$ cat src/rtl/fb_pkg.sv
// Shared constants and state encoding for the framebuffer text write path.
package fb_pkg;
  localparam int FB_COLS       = 80;
  localparam int FB_ROWS       = 60;
  localparam int FB_LINE_WORDS = 80;
  localparam int FB_CLR_WORDS  = FB_COLS * FB_ROWS * 2;
  localparam int FB_ADDR_W     = 14;
  localparam int FB_DATA_W     = 32;

  typedef enum logic [2:0] {
    IDLE,
    FETCH,
    WR0,
    WR1,
    CLEAR
  } fb_wr_state_t;
endpackage

$ cat src/rtl/fb_font_rom.sv
// 128-glyph x 8-row font ROM, leftmost pixel in the MSB, registered read data.
module fb_font_rom (
  input  logic       clk,
  input  logic [9:0] addr,
  output logic [7:0] data
);
  // Glyphs not listed here read back as blank cells.
  function automatic logic [7:0] glyph_row(input logic [9:0] a);
    case (a)
      {7'h48, 3'd1}, {7'h48, 3'd2}, {7'h48, 3'd4},
      {7'h48, 3'd5}, {7'h48, 3'd6}: glyph_row = 8'hCC;
      {7'h48, 3'd3}:                glyph_row = 8'hFC;
      {7'h49, 3'd1}, {7'h49, 3'd6}: glyph_row = 8'h78;
      {7'h49, 3'd2}, {7'h49, 3'd3},
      {7'h49, 3'd4}, {7'h49, 3'd5}: glyph_row = 8'h30;
      default:                      glyph_row = 8'h00;
    endcase
  endfunction

  always_ff @(posedge clk) begin
    data <= glyph_row(addr);
  end
endmodule

$ cat src/rtl/fb_text_writer.sv
// Sole write-port controller of the text framebuffer RAM: draws 8x8 glyph
// cells fetched from the font ROM and clears the whole screen on request.
module fb_text_writer
  import fb_pkg::*;
#(
  parameter int COLS       = FB_COLS,
  parameter int ROWS       = FB_ROWS,
  parameter int LINE_WORDS = FB_LINE_WORDS
) (
  input  logic        CLK_25,
  input  logic        Reset,
  input  logic        chr_valid,
  output logic        chr_ready,
  input  logic [6:0]  chr_code,
  input  logic [6:0]  chr_col,
  input  logic [5:0]  chr_row,
  input  logic        clr_valid,
  output logic        clr_ready,
  output logic        busy,
  output logic        err,
  output logic        WrEn,
  output logic [13:0] WrAddress,
  output logic [31:0] WrData
);
  localparam logic [6:0]  COL_LIM   = 7'(COLS);
  localparam logic [5:0]  ROW_LIM   = 6'(ROWS);
  localparam logic [13:0] LW        = 14'(LINE_WORDS);
  localparam logic [13:0] CELL_ROW  = 14'(2 * LINE_WORDS);
  localparam logic [13:0] CLR_LAST  = 14'(COLS * ROWS * 2 - 1);

  fb_wr_state_t state, state_nxt;
  logic [3:0]  cnt, cnt_nxt;
  logic [13:0] clr_cnt, clr_cnt_nxt;
  logic [6:0]  code_r, col_r;
  logic [5:0]  row_r;
  logic [7:0]  rowbuf [8];
  logic [7:0]  rom_q;
  logic [13:0] w0;
  logic        chr_fire, clr_fire, in_range;
  logic        wr_en_nxt, err_nxt;
  logic [13:0] wr_addr_nxt;
  logic [31:0] wr_data_nxt;

  function automatic logic [7:0] rev8(input logic [7:0] b);
    for (int j = 0; j < 8; j++) rev8[j] = b[7-j];
  endfunction

  // Byte k of a RAM word is line k of the band, pixel 0 in bit 0.
  function automatic logic [31:0] pack4(input logic [7:0] r0, input logic [7:0] r1,
                                        input logic [7:0] r2, input logic [7:0] r3);
    return {rev8(r3), rev8(r2), rev8(r1), rev8(r0)};
  endfunction

  assign clr_ready = (state == IDLE);
  assign chr_ready = (state == IDLE) && !clr_valid;
  assign busy      = (state != IDLE);
  assign chr_fire  = chr_valid && chr_ready;
  assign clr_fire  = clr_valid && clr_ready;
  assign in_range  = (chr_col < COL_LIM) && (chr_row < ROW_LIM);
  assign w0        = {8'd0, row_r} * CELL_ROW + {7'd0, col_r};

  fb_font_rom u_rom (
    .clk  (CLK_25),
    .addr ({code_r, cnt[2:0]}),
    .data (rom_q)
  );

  always_comb begin
    state_nxt   = state;
    cnt_nxt     = cnt;
    clr_cnt_nxt = clr_cnt;
    wr_en_nxt   = 1'b0;
    wr_addr_nxt = '0;
    wr_data_nxt = '0;
    err_nxt     = 1'b0;
    case (state)
      IDLE: begin
        if (clr_fire) begin
          state_nxt   = CLEAR;
          clr_cnt_nxt = '0;
          wr_en_nxt   = 1'b1;
        end else if (chr_fire) begin
          if (in_range) begin
            state_nxt = FETCH;
            cnt_nxt   = '0;
          end else begin
            err_nxt = 1'b1;
          end
        end
      end
      FETCH: begin
        // Rows 0..3 are already buffered when the last fetch cycle ends.
        if (cnt == 4'd8) begin
          state_nxt   = WR0;
          wr_en_nxt   = 1'b1;
          wr_addr_nxt = w0;
          wr_data_nxt = pack4(rowbuf[0], rowbuf[1], rowbuf[2], rowbuf[3]);
        end else begin
          cnt_nxt = cnt + 4'd1;
        end
      end
      WR0: begin
        state_nxt   = WR1;
        wr_en_nxt   = 1'b1;
        wr_addr_nxt = w0 + LW;
        wr_data_nxt = pack4(rowbuf[4], rowbuf[5], rowbuf[6], rowbuf[7]);
      end
      WR1: state_nxt = IDLE;
      CLEAR: begin
        if (clr_cnt == CLR_LAST) begin
          state_nxt = IDLE;
        end else begin
          clr_cnt_nxt = clr_cnt + 14'd1;
          wr_en_nxt   = 1'b1;
          wr_addr_nxt = clr_cnt + 14'd1;
        end
      end
      default: state_nxt = IDLE;
    endcase
  end

  always_ff @(posedge CLK_25 or posedge Reset) begin
    if (Reset) begin
      state     <= IDLE;
      cnt       <= '0;
      clr_cnt   <= '0;
      WrEn      <= 1'b0;
      WrAddress <= '0;
      WrData    <= '0;
      err       <= 1'b0;
      for (int i = 0; i < 8; i++) rowbuf[i] <= '0;
    end else begin
      state     <= state_nxt;
      cnt       <= cnt_nxt;
      clr_cnt   <= clr_cnt_nxt;
      WrEn      <= wr_en_nxt;
      WrAddress <= wr_addr_nxt;
      WrData    <= wr_data_nxt;
      err       <= err_nxt;
      // ROM data lags its address by one cycle, so count c delivers row c-1.
      if (state == FETCH && cnt != 4'd0) rowbuf[3'(cnt - 4'd1)] <= rom_q;
    end
  end

  always_ff @(posedge CLK_25) begin
    if (chr_fire && in_range) begin
      code_r <= chr_code;
      col_r  <= chr_col;
      row_r  <= chr_row;
    end
  end
endmodule

$ cat config.mk
export PLATFORM = sky130hd
export DESIGN_NAME = fb_text_writer
export DESIGN_NICKNAME = d
export VERILOG_FILES = /design/src/rtl/fb_pkg.sv /design/src/rtl/fb_font_rom.sv /design/src/rtl/fb_text_writer.sv
export SDC_FILE = /design/constraint.sdc
export NUM_CORES = 1
export LEC_CHECK = 0
export CORE_MARGIN = 2
export CORE_UTILIZATION = 45
export DETAILED_ROUTE_END_ITERATION = 12
export GPL_TIMING_DRIVEN = 1
export PLACE_DENSITY_LB_ADDON = 0.08
export SLEW_MARGIN = 20
export SYNTH_ARGS = -nofsm -noshare
export SYNTH_HDL_FRONTEND = slang
export SYNTH_HIERARCHICAL = 1
export SYNTH_SLANG_ARGS = --single-unit
$ cat constraint.sdc
create_clock -name CLK_25 -period 10.45 [get_ports CLK_25]
set_input_delay 3.135 -clock CLK_25 [delete_from_list [all_inputs] [get_ports CLK_25]]
set_output_delay 3.135 -clock CLK_25 [all_outputs]
set_load 0.01 [all_outputs]
==> impl_metrics.tcl, run 1 <==
set metrics [dict create \
    nFillCells 1198 \
    critPathRequiredTime_ns 7.32 \
    drive_gt1_share_pct 21.8 \
    max_stage_delay_ns 0.58 \
    syn_to_final_growth_pct 22.1 \
    clock_sinks 156 \
    worst_pin_slew_ns 0.721 \
    drt-initial-drc-count 188 \
    status "complete, no violations" \
    gp_congestion 0.783 \
    synth_top_cell_area_share_pct 49.4 \
    synth_edf_count 20 \
    setup_violations 0 \
    cts_buffer_depth 2 \
    period_minus_slack_ns 7.53 \
    min_period_over_period_pct 72.0 \
    routed_wl_mm 13.1 \
    ys_types 62 \
    firstDrtPassIters 4 \
    place_inst 743 \
    grt-busiest-layer "met2" \
    fmax_mhz 133 \
    peakVddDrop_mv 0.102 \
    synth_area_sq_um 6730 \
    rsz0062_at_grt "false" \
    synth_area_per_cell_sq_um 13.3 \
    worstPathCellList "clkdlybuf4s50_1 > nor4_4 > clkdlybuf4s50_1" \
    numCtsBuffers 17 \
    cts-root-buf "clkbuf_16" \
    tns_ns 0 \
    post-dp-hpwl_mm 8.60 \
    die-area_sq_um 16000 \
    hold_violations 0 \
    multi_input_area_sq_um 2570 \
    die_w_microns 126 \
    use_met1_pct 24.3 \
    diodes 0 \
    layout_common_cells "dfrtp_1 (133), clkdlybuf4s50_1 (74), mux2_2 (66), a22o_1 (32), nand2_1 (25)" \
    fin_ws_ns 2.92 \
    cts_tree "done" \
    cts_resized 0 \
    grt_start_max_net_pins 83 \
    grt_pass1_vias 4346 \
    final_nets 618 \
    hold_buffers 0 \
    worst_path_most_repeated_cell "clkdlybuf4s50_1" \
    p_per_area_nw_per_um2 156 \
    numPortBuffers 74 \
    finalPower_uw 1280 \
    synthFlopType "dfrtp_1" \
    grtUsageTotal_pct 17.7 \
    htreeDepth 4 \
    routed_via_density 5.39 \
    layout_commonest_cell "dfrtp_1" \
    crit_fanout 3 \
    cp_slowest_cell "clkdlybuf4s50_1" \
    crit_path_start_kind "primary input" \
    gr-usage-met2_pct 27.9 \
    grt_pass1_wl_mm 21.9 \
    async_flop_share_pct 85.3 \
    met3_usage_pct 3.88 \
    clk_latency_ns 0.42 \
    synthTopCellsByArea "dfrtp_1 (49%), mux2_2 (11%), edfxtp_1 (8.9%)" \
    skew_ns 0.00863 \
    ios 75 \
    cellLeakagePower_uw 0.00359 \
    dp_slack_ns 2.92 \
    row_count 44 \
    critical_path_arrival_ns 4.39 \
    synth_top_area_cell "dfrtp_1" \
    slew_headroom_pct 51.9 \
    ys_seq_area_share_pct 59.2 \
    crit_type "in2out" \
    wl_per_cell_microns 16.9 \
    antenna_found_initial 0 \
    ant_nets 0 \
    initial_core_util_pct 46.1 \
    path_clk_slew_ns 0.06 \
    cts_setup_buffers 0 \
    vias 4175 \
    seq_area_sq_um 3990 \
    grt_overflow 0 \
    chipHeight_microns 126 \
    drc 0 \
    end_kind "primary output" \
    netlist_instances 507 \
    worstHoldPathType "reg2reg" \
    coreArea_sq_um 14600 \
    max_cap_viol_count 0 \
    yosys_register_bits 156 \
    drv_slew 0 \
    stdcell_count 775 \
    yosys_warnings 6 \
]
==> layer usage <==
layer | vias to the layer above | wire length (microns)
met1 | 2109 | 6360
met4 | 0 | 206
li1 | 1986 | -
met5 | - | 0
met3 | 18 | 368
met2 | 62 | 6130
==> cell usage after synthesis (3+ instances only) <==
library cell  instances
a21o_1                5
a21oi_1               9
a221o_1               3
a22o_1               32
and3_1               10
buf_2                 9
buf_4                 9
clkbuf_1              7
dfrtp_1             133
dfxtp_1               3
edfxtp_1             20
ha_1                 14
inv_1                 9
mux2_2               66
nand2_1              25
nand3_1              12
nand3_2               4
nand4_1               3
nor2_1               18
nor2b_1               5
nor3_1                5
o21a_1                4
o21ai_0              24
o31ai_1               5
or2_2                 4
xnor2_1              13
xor2_1               11
==> where the power goes <==
group	switching [uW]	total, uW	internal (uW)	leakage, uW
registers	1.32	618	616	0.00195
logic	13.6	23.3	9.70	0.00133
clock network	253	641	388	0.000309
==> through the flow <==
step / util (%) / hold slack, ns / cell area, sq um
floorplan: - / 0.426 / 6740
global placement: 52.0 / 0.451 / 7590
detailed placement: 52.0 / 0.457 / 7590
CTS: 56.3 / 0.471 / 8210
global route: 56.3 / 0.491 / 8220
finish: 56.3 / 0.468 / 8220
==> registers in the layout (all words and copies together), names as in the netlist, 3 cells and up <==
register	cells
row_r	6
rowbuf	64
clr_cnt	14
state	3
code_r	7
WrData	32
u_rom/data	3
WrAddress	14
cnt	4
col_r	7
==> path summary, 6_finish.rpt <==
kind	startpoint	endpoint	slack (ns)	depth (start not counted)
setup reg to reg	row_r[1]	WrAddress[11]	7.21	9
min in group asynchronous	Reset	WrData[30]	3.24	2
hold / removal	col_r[1]	WrAddress[1]	0.47	2
hold reg to reg	col_r[1]	WrAddress[1]	0.47	2
setup / recovery	clr_valid	chr_ready	2.92	3
max in group asynchronous	Reset	rowbuf[51]	6.10	3
==> logic make-up after synthesis <==
family	synth area share, %
buffers and inverters	2.79
flip-flops	59.2
AND/OR/NAND/NOR	9.14
XOR/XNOR	3.36
AO/OA/AOI/OAI	11.0
multiplexers	11.0
adder cells (fa/ha/maj)	3.36
other	0.0557
==> worst max-delay path: cells and delay by family <==
family / cells / cell delay, ns
buffers and inverters: 2 / 1.06
AND/OR/NAND/NOR: 1 / 0.19
==> layout make-up <==
type,instances,area share (%)
Multi-Input combinational cell,316,31.3
Clock buffer,18,5.34
Inverter,10,0.518
Sequential cell,156,48.5
Tap cell,184,2.80
Clock inverter,14,2.21
Timing Repair Buffer,77,9.29
Power figures use the tool's default switching activity.
==> run 2: changes to the inputs <==
==> constraint.sdc (replaced) <==
create_clock -name CLK_25 -period 6.47 [get_ports CLK_25]
set_input_delay 1.941 -clock CLK_25 [delete_from_list [all_inputs] [get_ports CLK_25]]
set_output_delay 1.941 -clock CLK_25 [all_outputs]
set_load 0.01 [all_outputs]
==> run 2 against run 1 <==
  * Hold slack lost 0.0031 ns
  * Flip-flop and latch count unchanged
  * Via count increased by 1.1%
  * Total power rose by 60%
  * Sequential share of layout area barely moved
  * Register-to-register slack got worse by 4.0 ns
  * Clock skew is 0.0023 ns lower
  * Sequential power increased by 61%
  * Critical path depth stayed put
  * Non-clock buffer count rose by 1
  * Largest cell class unchanged
  * Largest power group unchanged
  * Highest routed layer unchanged
==> impl_metrics.tcl, run 2 (synthesis results as in run 1) <==
set metrics [dict create \
    numCtsBuffers 17 \
    worstHoldPathType "reg2reg" \
    rrSetupSlack_ns 3.24 \
    cts_buffer_depth 2 \
    fin_hold_ws_ns 0.465 \
    htreeDepth 4 \
    finish.utilization_pct 56.3 \
    cts_resized 0 \
    hold-path-cell-count 2 \
    critPathRequiredTime_ns 4.53 \
    cellLeakagePower_uw 0.00358 \
    min_period_over_period_pct 80.0 \
    vias 4221 \
    nFillCells 1194 \
    ant_nets 0 \
    worst-path-buf-inv 2 \
    crit_fanout 3 \
    tns_ns 0 \
    skew_ns 0.00635 \
    holdPathEnd "WrAddress[3]" \
    finalPower_uw 2050 \
    layout_common_cells "dfrtp_1 (133), clkdlybuf4s50_1 (74), mux2_2 (66), a22o_1 (32), nand2_1 (25)" \
    p_per_area_nw_per_um2 249 \
    crit_type "in2out" \
    stdcell_count 776 \
    max_cap_viol_count 0 \
    grt_start_max_net_pins 64 \
    critical_path.top_delay_family "buffers and inverters" \
    diodes 0 \
    syn_to_final_growth_pct 22.0 \
    grt_overflow 0 \
    worstHoldStart "col_r[3]" \
    antenna_found_initial 0 \
    die_w_microns 126 \
    drc 0 \
    largestRegisters "rowbuf x64, WrData x32" \
    hold_buffers 0 \
    row_count 44 \
    slew_headroom_pct 45.8 \
    regMostFlops "rowbuf" \
    worstRegToRegCells 9 \
    r2r-start "row_r[1]" \
    cts-root-buf "clkbuf_16" \
    numPortBuffers 74 \
    wl_per_cell_microns 17.4 \
    status "complete, no violations" \
    gp_congestion 0.795 \
    die-area_sq_um 16000 \
    ios 75 \
    coreArea_sq_um 14600 \
    setup_violations 0 \
    post-dp-hpwl_mm 8.71 \
    peakVddDrop_mv 0.184 \
    period_minus_slack_ns 5.18 \
    place_inst 744 \
    fmax_mhz 193 \
    grtUsageTotal_pct 18.1 \
    r2r-end "WrAddress[12]" \
    cts_tree "done" \
    worst_pin_slew_ns 0.812 \
    critical_path_arrival_ns 3.24 \
    largest_register_ffs 64 \
    drive_gt1_share_pct 21.5 \
    final_nets 619 \
    drt-initial-drc-count 253 \
    hold_violations 0 \
    path_clk_slew_ns 0.06 \
    max_stage_delay_ns 0.60 \
    firstDrtPassIters 4 \
    end_kind "primary output" \
    routed_wl_mm 13.5 \
    initial_core_util_pct 46.1 \
    rsz0062_at_grt "false" \
    clock_sinks 156 \
    layout_commonest_cell "dfrtp_1" \
    worstPathCellList "clkdlybuf4s50_1 > nor4_4 > clkdlybuf4s50_1" \
    grt_pass1_vias 4346 \
    cp_slowest_cell "clkdlybuf4s50_1" \
    drv_slew 0 \
    routed_via_density 5.44 \
    worst_path_most_repeated_cell "clkdlybuf4s50_1" \
    cts_setup_buffers 0 \
    clk_latency_ns 0.42 \
    crit_path_start_kind "primary input" \
    chipHeight_microns 126 \
    grt_pass1_wl_mm 22.4 \
]
## run 2: worst max path at each step
stage,start,endpoint,slack [ns],cells past startpoint
floorplan,Reset,WrAddress[0],0.97,1
global placement,clr_valid,chr_ready,1.33,3
detailed placement,clr_valid,chr_ready,1.29,3
CTS,clr_valid,chr_ready,1.28,3
global route,clr_valid,chr_ready,1.21,3
finish,clr_valid,chr_ready,1.29,3
## run 2: area by class of cell
class,count,area (sq um),area share (%)
clock buffers,26,542,6.59
clock inverters,6,71.3,0.868
inverters,10,40.0,0.487
multi-input cells,316,2570,31.3
flip-flops and latches,156,3990,48.5
well taps,184,230,2.80
repair buffers,78,771,9.38
## run 2: layer usage
layer / track usage [%] / wire length [microns]
met4: 6.79 / 184
met3: 4.01 / 431
met2: 28.0 / 6340
met5: 0 / 0
met1: 25.3 / 6540
## run 2: tightest hold or removal path, delay by kind of cell, from the launching register on
kind / cells / cell delay (ns)
compound gates: 1 / 0.06
flops: 1 / 0.32
simple gates: 1 / 0.04
## run 2: report_power, final
part	internal, uW	total (uW)	switching [uW]
clock network	620	1010	391
logic	16.0	38.2	22.2
registers	996	998	2.21
total	1630	2050	416
## run 2: per-stage QoR
step / cell area (sq um) / setup WS (ns)
after floorplan: 6740 / 0.975
after global placement: 7600 / 1.33
after detailed placement: 7600 / 1.29
after CTS: 8210 / 1.28
after global routing: 8220 / 1.21
final: 8220 / 1.29
